<file path="src/rtl/load_store_unit.sv">
// Load/store unit: bridges the MEM stage to a handshaked data-memory bus.
// Builds byte enables and lane-replicated store data, extends sub-word loads,
// stalls the pipeline while an access is in flight, and flags misaligned
// requests and bus timeouts.
//
// state  | meaning
// -------+-----------------------------------------------------------
// S_IDLE | no access; accepts an aligned request, rejects a misaligned one
// S_REQ  | bus_req_o asserted, waiting for bus_gnt_i
// S_WAIT | load granted, waiting for bus_rvalid_i
// S_DONE | one-cycle completion (done_o, optional err_o), back to S_IDLE
module load_store_unit #(
    parameter int unsigned TIMEOUT_CYCLES = 15
) (
    input  logic        clk,
    input  logic        rst,
    input  logic        req_valid_i,
    input  logic        we_i,
    input  logic [1:0]  size_i,
    input  logic        unsigned_i,
    input  logic [31:0] addr_i,
    input  logic [31:0] wdata_i,
    output logic        stall_o,
    output logic        done_o,
    output logic [31:0] rdata_o,
    output logic        misalign_o,
    output logic        err_o,
    output logic        bus_req_o,
    output logic        bus_we_o,
    output logic [31:0] bus_addr_o,
    output logic [3:0]  bus_be_o,
    output logic [31:0] bus_wdata_o,
    input  logic        bus_gnt_i,
    input  logic        bus_rvalid_i,
    input  logic [31:0] bus_rdata_i
);

    typedef enum logic [1:0] {S_IDLE, S_REQ, S_WAIT, S_DONE} state_t;

    // Timeout fires on the last allowed REQ/WAIT cycle (counter starts at 0).
    localparam logic [7:0] TC_LAST = 8'(TIMEOUT_CYCLES - 1);

    state_t      state_q, state_nxt;
    logic        we_q, uns_q, err_q;
    logic [1:0]  size_q, off_q;
    logic [31:0] addr_q, wdata_q;
    logic [3:0]  be_q;
    logic [7:0]  cnt_q;

    logic        misaligned, idle_req, accept, busy, timeout, gnt_hit, rv_hit;
    logic [3:0]  be_new;
    logic [31:0] wdata_new, lane, ld_ext;

    // Request decode: alignment check, byte enables, replicated store data.
    always_comb begin
        misaligned = 1'b0;
        be_new     = 4'b1111;
        wdata_new  = wdata_i;
        case (size_i)
            2'b00: begin
                be_new    = 4'b0001 << addr_i[1:0];
                wdata_new = {4{wdata_i[7:0]}};
            end
            2'b01: begin
                misaligned = addr_i[0];
                be_new     = 4'b0011 << addr_i[1:0];
                wdata_new  = {2{wdata_i[15:0]}};
            end
            2'b10:   misaligned = |addr_i[1:0];
            default: misaligned = 1'b1;
        endcase
    end

    // Qualifiers shared by FSM and datapath. Gating the IDLE terms with rst
    // lets stall/misalign fall as soon as reset is asserted.
    assign idle_req = (state_q == S_IDLE) && req_valid_i && rst;
    assign accept   = idle_req && !misaligned;
    assign busy     = (state_q == S_REQ) || (state_q == S_WAIT);
    assign timeout  = busy && (cnt_q >= TC_LAST);
    assign gnt_hit  = (state_q == S_REQ) && bus_gnt_i;
    assign rv_hit   = (state_q == S_WAIT) && bus_rvalid_i;

    // Load lane select and sign/zero extension.
    always_comb begin
        lane = bus_rdata_i >> {off_q, 3'b000};
        case (size_q)
            2'b00:   ld_ext = {{24{~uns_q & lane[7]}}, lane[7:0]};
            2'b01:   ld_ext = {{16{~uns_q & lane[15]}}, lane[15:0]};
            default: ld_ext = lane;
        endcase
    end

    // State register.
    always_ff @(posedge clk or negedge rst) begin
        if (!rst) state_q <= S_IDLE;
        else      state_q <= state_nxt;
    end

    // Next-state logic; a handshake in the timeout cycle wins over the timeout.
    always_comb begin
        state_nxt = state_q;
        case (state_q)
            S_IDLE: if (accept) state_nxt = S_REQ;
            S_REQ: begin
                if (gnt_hit)      state_nxt = we_q ? S_DONE : S_WAIT;
                else if (timeout) state_nxt = S_DONE;
            end
            S_WAIT:  if (rv_hit || timeout) state_nxt = S_DONE;
            default: state_nxt = S_IDLE;
        endcase
    end

    // Output decode.
    always_comb begin
        stall_o     = accept || busy;
        misalign_o  = idle_req && misaligned;
        done_o      = (state_q == S_DONE);
        err_o       = (state_q == S_DONE) && err_q;
        bus_req_o   = (state_q == S_REQ);
        bus_we_o    = bus_req_o && we_q;
        bus_addr_o  = bus_req_o ? addr_q  : 32'h0;
        bus_be_o    = bus_req_o ? be_q    : 4'h0;
        bus_wdata_o = bus_req_o ? wdata_q : 32'h0;
    end

    // Access registers, timeout counter and load result.
    always_ff @(posedge clk or negedge rst) begin
        if (!rst) begin
            we_q    <= 1'b0;
            uns_q   <= 1'b0;
            size_q  <= 2'b00;
            off_q   <= 2'b00;
            addr_q  <= 32'h0;
            be_q    <= 4'h0;
            wdata_q <= 32'h0;
            cnt_q   <= 8'h0;
            err_q   <= 1'b0;
            rdata_o <= 32'h0;
        end else if (accept) begin
            we_q    <= we_i;
            uns_q   <= unsigned_i;
            size_q  <= size_i;
            off_q   <= addr_i[1:0];
            addr_q  <= {addr_i[31:2], 2'b00};
            be_q    <= be_new;
            wdata_q <= wdata_new;
            cnt_q   <= 8'h0;
            err_q   <= 1'b0;
        end else if (busy) begin
            cnt_q <= cnt_q + 8'd1;
            if (rv_hit) begin
                rdata_o <= ld_ext;
            end else if (timeout && !gnt_hit) begin
                rdata_o <= 32'h0;
                err_q   <= 1'b1;
            end
        end else if (state_q == S_DONE) begin
            err_q <= 1'b0;
        end
    end

endmodule

</file>
<file path="config.mk">
export PLATFORM = sky130hd
export DESIGN_NAME = load_store_unit
export DESIGN_NICKNAME = d
export VERILOG_FILES = /design/src/rtl/load_store_unit.sv
export SDC_FILE = /design/constraint.sdc
export NUM_CORES = 1
export LEC_CHECK = 0
export CORE_ASPECT_RATIO = 2
export CORE_UTILIZATION = 30
export CTS_BUF_LIST = sky130_fd_sc_hd__clkbuf_4 sky130_fd_sc_hd__clkbuf_8 sky130_fd_sc_hd__clkbuf_16
export DETAILED_ROUTE_END_ITERATION = 16
export GPL_TIMING_DRIVEN = 1
export HOLD_SLACK_MARGIN = 0.1
export PLACE_DENSITY_LB_ADDON = 0.08
export SLEW_MARGIN = 15
export SYNTH_ARGS = -nofsm -noshare
export SYNTH_HDL_FRONTEND = slang
export SYNTH_SLANG_ARGS = --single-unit
</file>
<file path="constraint.sdc">
create_clock -name clk -period 3.09 [get_ports clk]
set_clock_uncertainty 0.2 [all_clocks]
set_input_delay 0.927 -clock clk [delete_from_list [all_inputs] [get_ports clk]]
set_output_delay 0.927 -clock clk [all_outputs]
set_load 0.02 [all_outputs]
</file>
==> impl_metrics.toml <==
[status]
status = "completed"

[critical_path]
crit_family = "buffers and inverters"
reg2reg_from = "state_q[0]$_DFFE_PN0P_"
critical_path_class = "reg -> out"
critPathBufInv = 3
worst_setup_path_start_kind = "flip-flop"
slowest_stage = "dfrtp_1"
r2r_end = "wdata_q[4]$_DFFE_PN0P_"
r2r_cells = 8
critPathRequiredTime_ns = 1.96
r2r_slack_ns = 0.73
endpoint_kind = "primary output"
slowest_delay_ns = 0.42
crit_chain = "inv_1 -> ha_2 -> buf_6 -> and2_1 -> dlygate4sd2_1"
cp.arrival_ns = 1.87
worstPathMaxFanout = 24

[die]
fp.dieW_um = 103
die_area_mm2 = 0.0209
die_y_um = 203
core_mm2 = 0.0198
io_pins = 211
initial_utilization_pct = 30.6
rows = 73

[cts]
clockRootBuffer = "clkbuf_16"
postCtsHoldBufs = 0
path_clk_slew_ns = 0.06
clk_path_buf_depth = 2
numClockSinks = 115
cts_buffers = 17
clkLatencyLatePin_ns = 0.41
htreeDepth = 4
cts_tree = "yes"

[routing]
vias = 5222
wl_per_cell_um = 18.1
ant_nets = 0
drc = 0
routed_wl_mm = 19.4
drt_pre_antenna_iters = 4
drt_iter0_drc = 138
viasPerCell = 4.88

[final_layout]
nets = 905
area_delta_synth_final_pct = 50.5
seq_area_mm2 = 0.00288
stdcell_count = 1071
final_core_util_pct = 46.1
n_fill_cell = 1919
drive_above_1_share_pct = 17.6
multi_input_area_mm2 = 0.00297

[synth]
syn_inst = 578
synth_cell_type_count = 49
syn_area_per_cell_um2 = 10.5
seq_area_frac_synth_pct = 47.4
ys_seq_elements = 115
netlist_area_mm2 = 0.00607
yosysWarnings = 0

[timing]
rsz0062_at_grt = "yes"
drv_slew = 0
fin_crit_ns = 3.00
worstMarginPinSlew_ns = 0.935
layout_setup_ws_ns = 0.0950
hold_viol = 0
setup_viol = 0
max_freq_mhz = 334
slew_headroom_pct = 37.4
post-route-period-util_pct = 96.9

[placed_design]
port_buffers = 208
dp_hpwl_mm = 14.7
gp_congestion = 0.838
pre_cts_slack_ns = -0.478
dp_cells = 1036

[global_route]
grt_pass1_vias = 5622
grt_max_degree = 53
antenna_found_initial = 2
grt_overflow = 0
track_usage_pct = 19.3
grt_pass1_wl_mm = 29.8

[pwr]
irDropWorstVdd_v = 0.000425
p_per_area_mw_per_mm2 = 964
p_leak_uw = 0.00414

[min_path]
worstHoldStart = "wdata_q[29]$_DFFE_PN0P_"
min_path_cells = 2
min_to = "wdata_q[29]$_DFFE_PN0P_"
hold_class = "reg -> reg"

[job]
drv_cap = 0
## metal layers
layer / global-route usage (%) / routed length, µm / vias up
li1: - / - / 2462
met1: 18.9 / 6930 / 2548
met2: 35.3 / 10500 / 175
met3: 4.28 / 930 / 37
met4: 12.2 / 950 / 0
met5: 0 / 0 / -
## cell usage in the layout (no fill, tap or decap), drive strengths merged, types with 6 or more instances in the layout
cell type and instances:
o2111ai 6, a22o 8, and2 70, mux2 53
a21oi 15, a32o 11, clkdlybuf4s15 30, clkdlybuf4s50 132
dfrtp 115, mux2i 48, o2bb2ai 6, o211ai 9
a2bb2oi 7, xor2 6, nand2 50, o21ai 46
clkbuf 32, dlygate4sd2 32, nor2 24, inv 14
buf 37, ha 6
## power breakdown
part / switching [µW] / internal, µW / total [µW] / leakage, µW
sequential: 435 / 2180 / 2610 / 0.00144
clock: 702 / 1340 / 2040 / 0.000303
combinational: 2170 / 1990 / 4160 / 0.00240
total: 3310 / 5500 / 8810 / 0.00414
## cell families after synthesis
family                   count (synthesis)  share of synthesized area (%)
AO/OA/AOI/OAI                          120                           13.5
XOR/XNOR                                 8                           1.15
adder cells (fa/ha/maj)                  6                           1.24
buffers and inverters                   59                           4.33
flip-flops                             115                           47.4
multiplexers                           102                           18.1
other                                    1                         0.0617
AND/OR/NAND/NOR                        167                           14.3
## worst max-delay path by stage
stage                           start              end  slack [ns]  cells past startpoint
5_1_grt        state_q[1]$_DFFE_PN0P_  bus_wdata_o[31]      -0.006                      5
3_5_place_dp                size_i[0]       misalign_o       -0.48                      4
3_3_place_gp                size_i[0]       misalign_o       -0.54                      4
4_1_cts        state_q[1]$_DFFE_PN0P_    bus_addr_o[8]        0.01                      5
6_report       state_q[1]$_DFFE_PN0P_  bus_wdata_o[31]        0.09                      5
2_1_floorplan               size_i[0]          stall_o        0.05                      6
## sequential cells by signal, indices dropped and copies added (netlist names)
signal / cells
rdata_o: 32
wdata_q: 32
addr_q: 30
cnt_q: 8
be_q: 4
off_q: 2
size_q: 2
state_q: 2
err_q: 1
uns_q: 1
we_q: 1
## area by class of cell
type	count	area share, %
Sequential cell	115	31.5
Multi-Input combinational cell	405	32.5
Clock buffer	22	5.27
Timing Repair Buffer	241	25.2
Tap cell	262	3.59
Antenna cell	2	0.0547
Clock inverter	10	1.42
Inverter	14	0.575
## Yosys cell counts (all sizes together)
| library cell | instances | area share, % |
|---|---|---|
| dfrtp | 115 | 47 |
| and2 | 70 | 7.2 |
| o221ai | 1 | 0.14 |
| o2bb2ai | 6 | 0.87 |
| nand3b | 2 | 0.25 |
| o2111ai | 6 | 0.87 |
| nor4b | 2 | 0.29 |
| a211oi | 1 | 0.12 |
| a2bb2oi | 7 | 1.0 |
| o21bai | 1 | 0.12 |
| xor2 | 6 | 0.87 |
| o21a | 1 | 0.12 |
| a21boi | 1 | 0.12 |
| o211ai | 9 | 1.1 |
| o21ai | 46 | 3.8 |
| mux4 | 1 | 0.37 |
| mux2 | 53 | 9.8 |
| nor2b | 2 | 0.21 |
| a32o | 11 | 1.8 |
| clkbuf | 23 | 1.4 |
| nor2 | 24 | 1.5 |
| a21oi | 15 | 1.2 |
| mux2i | 48 | 7.9 |
| nor4 | 2 | 0.21 |
| nand4 | 2 | 0.21 |
| ha | 6 | 1.2 |
| a22o | 8 | 1.2 |
| and4 | 1 | 0.14 |
| a21o | 1 | 0.12 |
| nand2 | 50 | 3.1 |
| a22oi | 1 | 0.12 |
| inv | 14 | 0.87 |
| a31o | 1 | 0.14 |
| xnor2 | 2 | 0.29 |
| conb | 1 | 0.062 |
| a21bo | 3 | 0.49 |
| and3 | 2 | 0.21 |
| nand3 | 5 | 0.41 |
| buf | 22 | 2.0 |
| a31oi | 1 | 0.10 |
| or2 | 1 | 0.10 |
| nand2b | 2 | 0.21 |
| nor3 | 2 | 0.25 |
## per-stage QoR
stage	hold WS [ns]	setup TNS [ns]	power, µW	area [µm²]
CTS	0.280	0	8930	9140
finish	0.272	0	8810	9140
detailed placement	0.267	-5.33	7000	8590
global placement	0.256	-4.73	6920	8590
global route	0.301	-0.0135	9390	9140
floorplan	0.242	0	5110	6090
## worst min-delay path, cell delays in order, from the launching register on
cell and delay [ns]:
dfrtp_1 0.34, nand2_1 0.04, o21ai_0 0.05
## what timing repair did
action	in CTS	in global routing
gates resized for setup	79	47
setup endpoints to repair	68	43
buffers inserted	1	0
pin swaps	2	0
Power figures use the tool's default switching activity.
==> variant 1: new RTL, config.mk and constraints unchanged <==
Make the reset (`rst`) synchronous in 2 clocked blocks.
--- a/src/rtl/load_store_unit.sv
+++ b/src/rtl/load_store_unit.sv
@@ -92,5 +92,5 @@
 
     // State register.
-    always_ff @(posedge clk or negedge rst) begin
+    always_ff @(posedge clk) begin
         if (!rst) state_q <= S_IDLE;
         else      state_q <= state_nxt;
@@ -125,5 +125,5 @@
 
     // Access registers, timeout counter and load result.
-    always_ff @(posedge clk or negedge rst) begin
+    always_ff @(posedge clk) begin
         if (!rst) begin
             we_q    <= 1'b0;
Function: differs if rst is asserted again (counterexample within 4 cycles, from zero or initial values and one cycle with rst low); with rst held inactive, the same outputs for 4 cycles.
==> variant 1 against the unedited design <==
  * Worst setup slack better by 0.0015 ns
  * Fmax about the same
  * Wire length rose by 6.0%
  * Sequential cell count stayed put
  * Design area down 6.0%
  * Count of clock-buffer cells in the layout unchanged
  * Die area is 6.6% lower
  * Synthesized area is 6.7% lower
  * Worst hold slack got worse by 0.025 ns
  * Largest cell class unchanged
  * Highest routed layer unchanged
Power is not compared: it rests on default switching activity, and its combinational part moved more than twofold at a synthesized area within 25%.
==> variant 1: results (changes against the unedited design) <==
worst r2r path cells 9 (+1); launch instance of the worst min-delay path addr_q[17]; routed wl met2 11.4 mm (+8.1%); total met3 wirelength after detailed routing 932 um (+0.22%); outcome complete, no violations; Initial DRC Count 145 (+5.1%); highest-delay cell along the critical path sky130_fd_sc_hd__dfxtp_1; CTS-repair resized insts 115 (+46%); detailed-routing wirelength on met1 7.21 mm (+4.1%); Worst path max stage delay 0.33 ns (-0.09 ns); crit path time final 2.99 ns (-0.00145 ns); hold endpoint addr_q[17]; via count normalized by instance count 5.01 (+2.7%); peak fanout along the critical path 35 (+46%); share of the final layout cell area in sequential cells 0.268 (-0.0470); top post-synthesis cells by area sky130_fd_sc_hd__dfxtp_1, sky130_fd_sc_hd__nand2_1, sky130_fd_sc_hd__and2_1; grt met1 use 0.197 (+0.00800); HPWL after detailed placement 15.0 mm (+1.9%); final sequential cell count 115 (unchanged); vias in the first global route 5902 (+5.0%); global-route wire length before repair 31.2 mm (+4.6%); fraction of final layout cells with drive strength greater than 1 0.130 (-0.0459); final layout net count 1014 (+12%); capture instance of the worst register-to-register path rdata_o[29]; top cells by count, synth sky130_fd_sc_hd__nand2_1, sky130_fd_sc_hd__dfxtp_1, sky130_fd_sc_hd__and2_1; last element of the critical path bus_wdata_o[5]; non-clock inverter count in the final layout 9 (-5); Async S/R FF share, synth 0 (-1.00); Tot GR Track Use 0.212 (+0.0187); number of antenna violations at the first check in global routing 0 (-2); critical path startpoint state_q[1]; total setup buffers inserted after CTS 0 (-1); multi-input gates 519 (+28%); worst-case headroom to the max-slew limit 0.618 (+0.244); final weighted congestion in routability-driven placement 0.814 (-2.9%); sequential-to-total area share from yosys stat 0.406 (-0.0674); Layout clock area frac 0.0722 (+0.00527); signed area change from the synthesized netlist to the final layout 51.8%; worst slack at placement -0.672 ns (-0.194 ns); number of non-clock buffers 240 (-0.41%); pin count of the biggest net entering global routing 79 (+49%); Post-Place Cell Area 8060 um^2 (-6.2%); detailed-route wire length 20.5 mm (+6.0%)
## variant 1: cell types whose count changed after synthesis, sizes merged, moves of 7 or more
cell,delta
buf,+8
a211oi,+7
dfrtp,-115
nand3,+46
nor2,+14
nand2,+89
o211ai,-7
a22o,+7
nor2b,+7
mux2,-53
a22oi,+9
a21oi,+8
dfxtp,+115
a32o,-11
## variant 1: cells by family after synthesis
kind of cell,share of synthesized area
AND/OR/NAND/NOR,0.275
AO/OA/AOI/OAI,0.158
flip-flops,0.406
buffers and inverters,0.0530
multiplexers,0.0800
adder cells (fa/ha/maj),0.0155
other,0.000662
XOR/XNOR,0.0124
## variant 1: stage by stage
| stage | TNS (ns) | instances | hold WS (ns) |
|---|---|---|---|
| final | 0 | 1131 | 0.246 |
| after global routing | 0 | 1131 | 0.264 |
| after CTS | 0 | 1131 | 0.249 |
| after detailed placement | -21.89 | 1099 | 0.241 |
| after global placement | -19.22 | 1099 | 0.239 |
| after floorplan | 0 | 701 | 0.229 |
==> variant 2: new RTL, same flow settings <==
Made on the original files. `TIMEOUT_CYCLES`: 15 -> 7.
--- a/src/rtl/load_store_unit.sv
+++ b/src/rtl/load_store_unit.sv
@@ -11,5 +11,5 @@
 // S_DONE | one-cycle completion (done_o, optional err_o), back to S_IDLE
 module load_store_unit #(
-    parameter int unsigned TIMEOUT_CYCLES = 15
+    parameter int unsigned TIMEOUT_CYCLES = 7
 ) (
     input  logic        clk,
Behaviour: not the same (a bounded check fails within 10 cycles, from zero or initial values and one cycle with rst low).
==> variant 2 against the unedited design <==
  * Total power decreased by 2.6%
  * Clock power grew 4%
  * Design area up 1.4%
  * Non-clock buffer count rose by 4
  * Die area is 1.1% higher
  * Sequential power decreased by 3%
  * Worst setup slack worse by 0.086 ns
  * Sequential cell count did not move
  * Wire length increased by 5.2%
  * Synthesized area grew 1.1%
  * Largest power group unchanged
==> variant 2: results (changes against the unedited design) <==
final number of hold-violating endpoints 0 (unchanged); Detailed Routing Iterations Pass 1 4 (unchanged); CTS root buffer sky130_fd_sc_hd__clkbuf_16; Initial DRC Count 145 (+5.1%); Remaining DRCs 0 (unchanged); worst-case headroom to the max-slew limit 0.390 (+0.0156); Inserted Clock Buffers 17 (unchanged); top cells by count, synth sky130_fd_sc_hd__nand2_1, sky130_fd_sc_hd__dfrtp_1, sky130_fd_sc_hd__and2_1; filler cell count 1959 (+2.1%); Async S/R FF share, synth 1.00 (unchanged); peak fanout along the critical path 3 (-88%); Post-synth top flop sky130_fd_sc_hd__dfrtp_1; number of antenna violations at the first check in global routing 0 (-2); final layout net count 992 (+9.6%); cell family contributing the most delay on the critical path simple AND/OR/NAND/NOR gates; Mapped Avg Cell Area 9.26 um^2 (-12%); pin count of the biggest net entering global routing 66 (+25%); outcome complete, no violations; Worst path max stage delay 0.40 ns (-0.02 ns); global-route wire length before repair 31.5 mm (+5.9%); standby leakage power 4.50 nW (+8.7%); registers with the highest flip-flop counts rdata_o: 32 flops, wdata_q: 32 flops, addr_q: 30 flops; unique cell type count in the Yosys netlist 47 (-4.1%); Post-Route Hold Slack 0.265 ns (-0.00733 ns); highest-delay cell along the critical path sky130_fd_sc_hd__or3_4; Tot GR Track Use 0.202 (+0.00850); Min-Delay Path Class reg -> reg; yosys synthesis warning count 0 (unchanged); vias in the first global route 5878 (+4.6%); Data arrival, critical path 1.95 ns (+0.08 ns); HPWL after detailed placement 15.2 mm (+2.7%); placed insts 1122 (+8.3%); final weighted congestion in routability-driven placement 0.821 (-2.0%); r2r setup slk 0.39 ns (-0.34 ns); top post-synthesis cells by area sky130_fd_sc_hd__dfrtp_1, sky130_fd_sc_hd__nand2_1, sky130_fd_sc_hd__and2_1; Post-Place Cell Area 8690 um^2 (+1.1%); buffers from clock root to sink, at most 2 (unchanged); H-Tree Depth 4 (unchanged); total of buffers placed on input and output ports 208 (unchanged); sequential-to-total area share from yosys stat 0.469 (-0.00512); Antenna Cells 0 (-2); detailed-route wire length 20.4 mm (+5.2%); Post-synth EDFFs 0 (unchanged); fraction of final layout cells with drive strength greater than 1 0.132 (-0.0440); Finished Layout Cells 1156 (+7.9%); peak supply drop 356 uV (-16%); routed vias 5505 (+5.4%); clock latency on the worst-skew pair 0.41 ns (about the same); clock slew at the register clock pins of the worst setup and hold paths 0.06 ns (about the same)
[variant 2: cell count changes in the layout (fill, tap and decap cells not counted), sizes merged, moves of 7 or more]
cell and delta:
nand2 +113, o21ai -11, clkdlybuf4s15 -11, dlygate4sd2 +9, mux2 -35, o211ai -8, a221o +8, o22ai +7
o221ai +8, a32o -8, and3 +7, a211oi +7, a2bb2oi -7
[variant 2: routing by layer]
layer / vias up / track usage / wire length (um)
li1: 2672 / - / -
met1: 2631 / 0.207 / 7530
met2: 177 / 0.369 / 11100
met3: 25 / 0.0434 / 983
met4: 0 / 0.106 / 782
met5: - / 0 / 0
[variant 2: logic make-up after synthesis]
logic type / synth area share
compound gates: 0.124
buf+inv: 0.0446
fa+ha+maj: 0.0122
other cells: 0.000611
mux: 0.108
xor+xnor: 0.00856
flops: 0.469
simple gates: 0.234
[variant 2: final timing paths]
kind                             from         end  cells after the start
min                        addr_q[10]  addr_q[10]                      2
max reg2reg                  cnt_q[3]  rdata_o[2]                      4
max                         size_i[0]     stall_o                      6
max in group asynchronous         rst    cnt_q[2]                      3
min reg2reg                addr_q[10]  addr_q[10]                      2
min in group asynchronous         rst  rdata_o[0]                      2
[variant 2: area by class of cell]
| type | count | area share |
|---|---|---|
| repair buffers | 245 | 0.252 |
| flip-flops and latches | 115 | 0.310 |
| well taps | 262 | 0.0354 |
| clock buffers | 22 | 0.0513 |
| inverters | 16 | 0.00648 |
| clock inverters | 10 | 0.0167 |
| multi-input cells | 486 | 0.328 |
[variant 2: per-stage QoR]
stage | worst slack [ns] | util | TNS [ns]
6_report | 0.00892 | 0.464 | 0
5_1_grt | -0.0177 | 0.464 | -0.0239
4_1_cts | -0.0197 | 0.463 | -0.0197
3_5_place_dp | -0.492 | 0.435 | -14.20
3_3_place_gp | -0.490 | 0.435 | -11.20
2_1_floorplan | -0.0826 | - | -0.0826
[variant 2: worst min-delay path, cell delays in order, from the launching register on]
cell and delay, ns:
sky130_fd_sc_hd__dfrtp_1 0.33, sky130_fd_sc_hd__nand2_1 0.05, sky130_fd_sc_hd__nand2_1 0.05
[variant 2: report_power, final]
part	switching, W	leakage (nW)	internal (W)
Sequential	0.000411	1.48	0.00212
Combinational	0.00211	2.71	0.00181
Clock	0.000714	0.310	0.00141
Total	0.00324	4.50	0.00534
[variant 2: repair_timing]
action                                 CTS  global route
gates resized for setup                 95            42
pin swaps                                3             2
setup endpoints to repair               70            62
endpoints found under the hold margin    0             0
setup buffers                            2             0
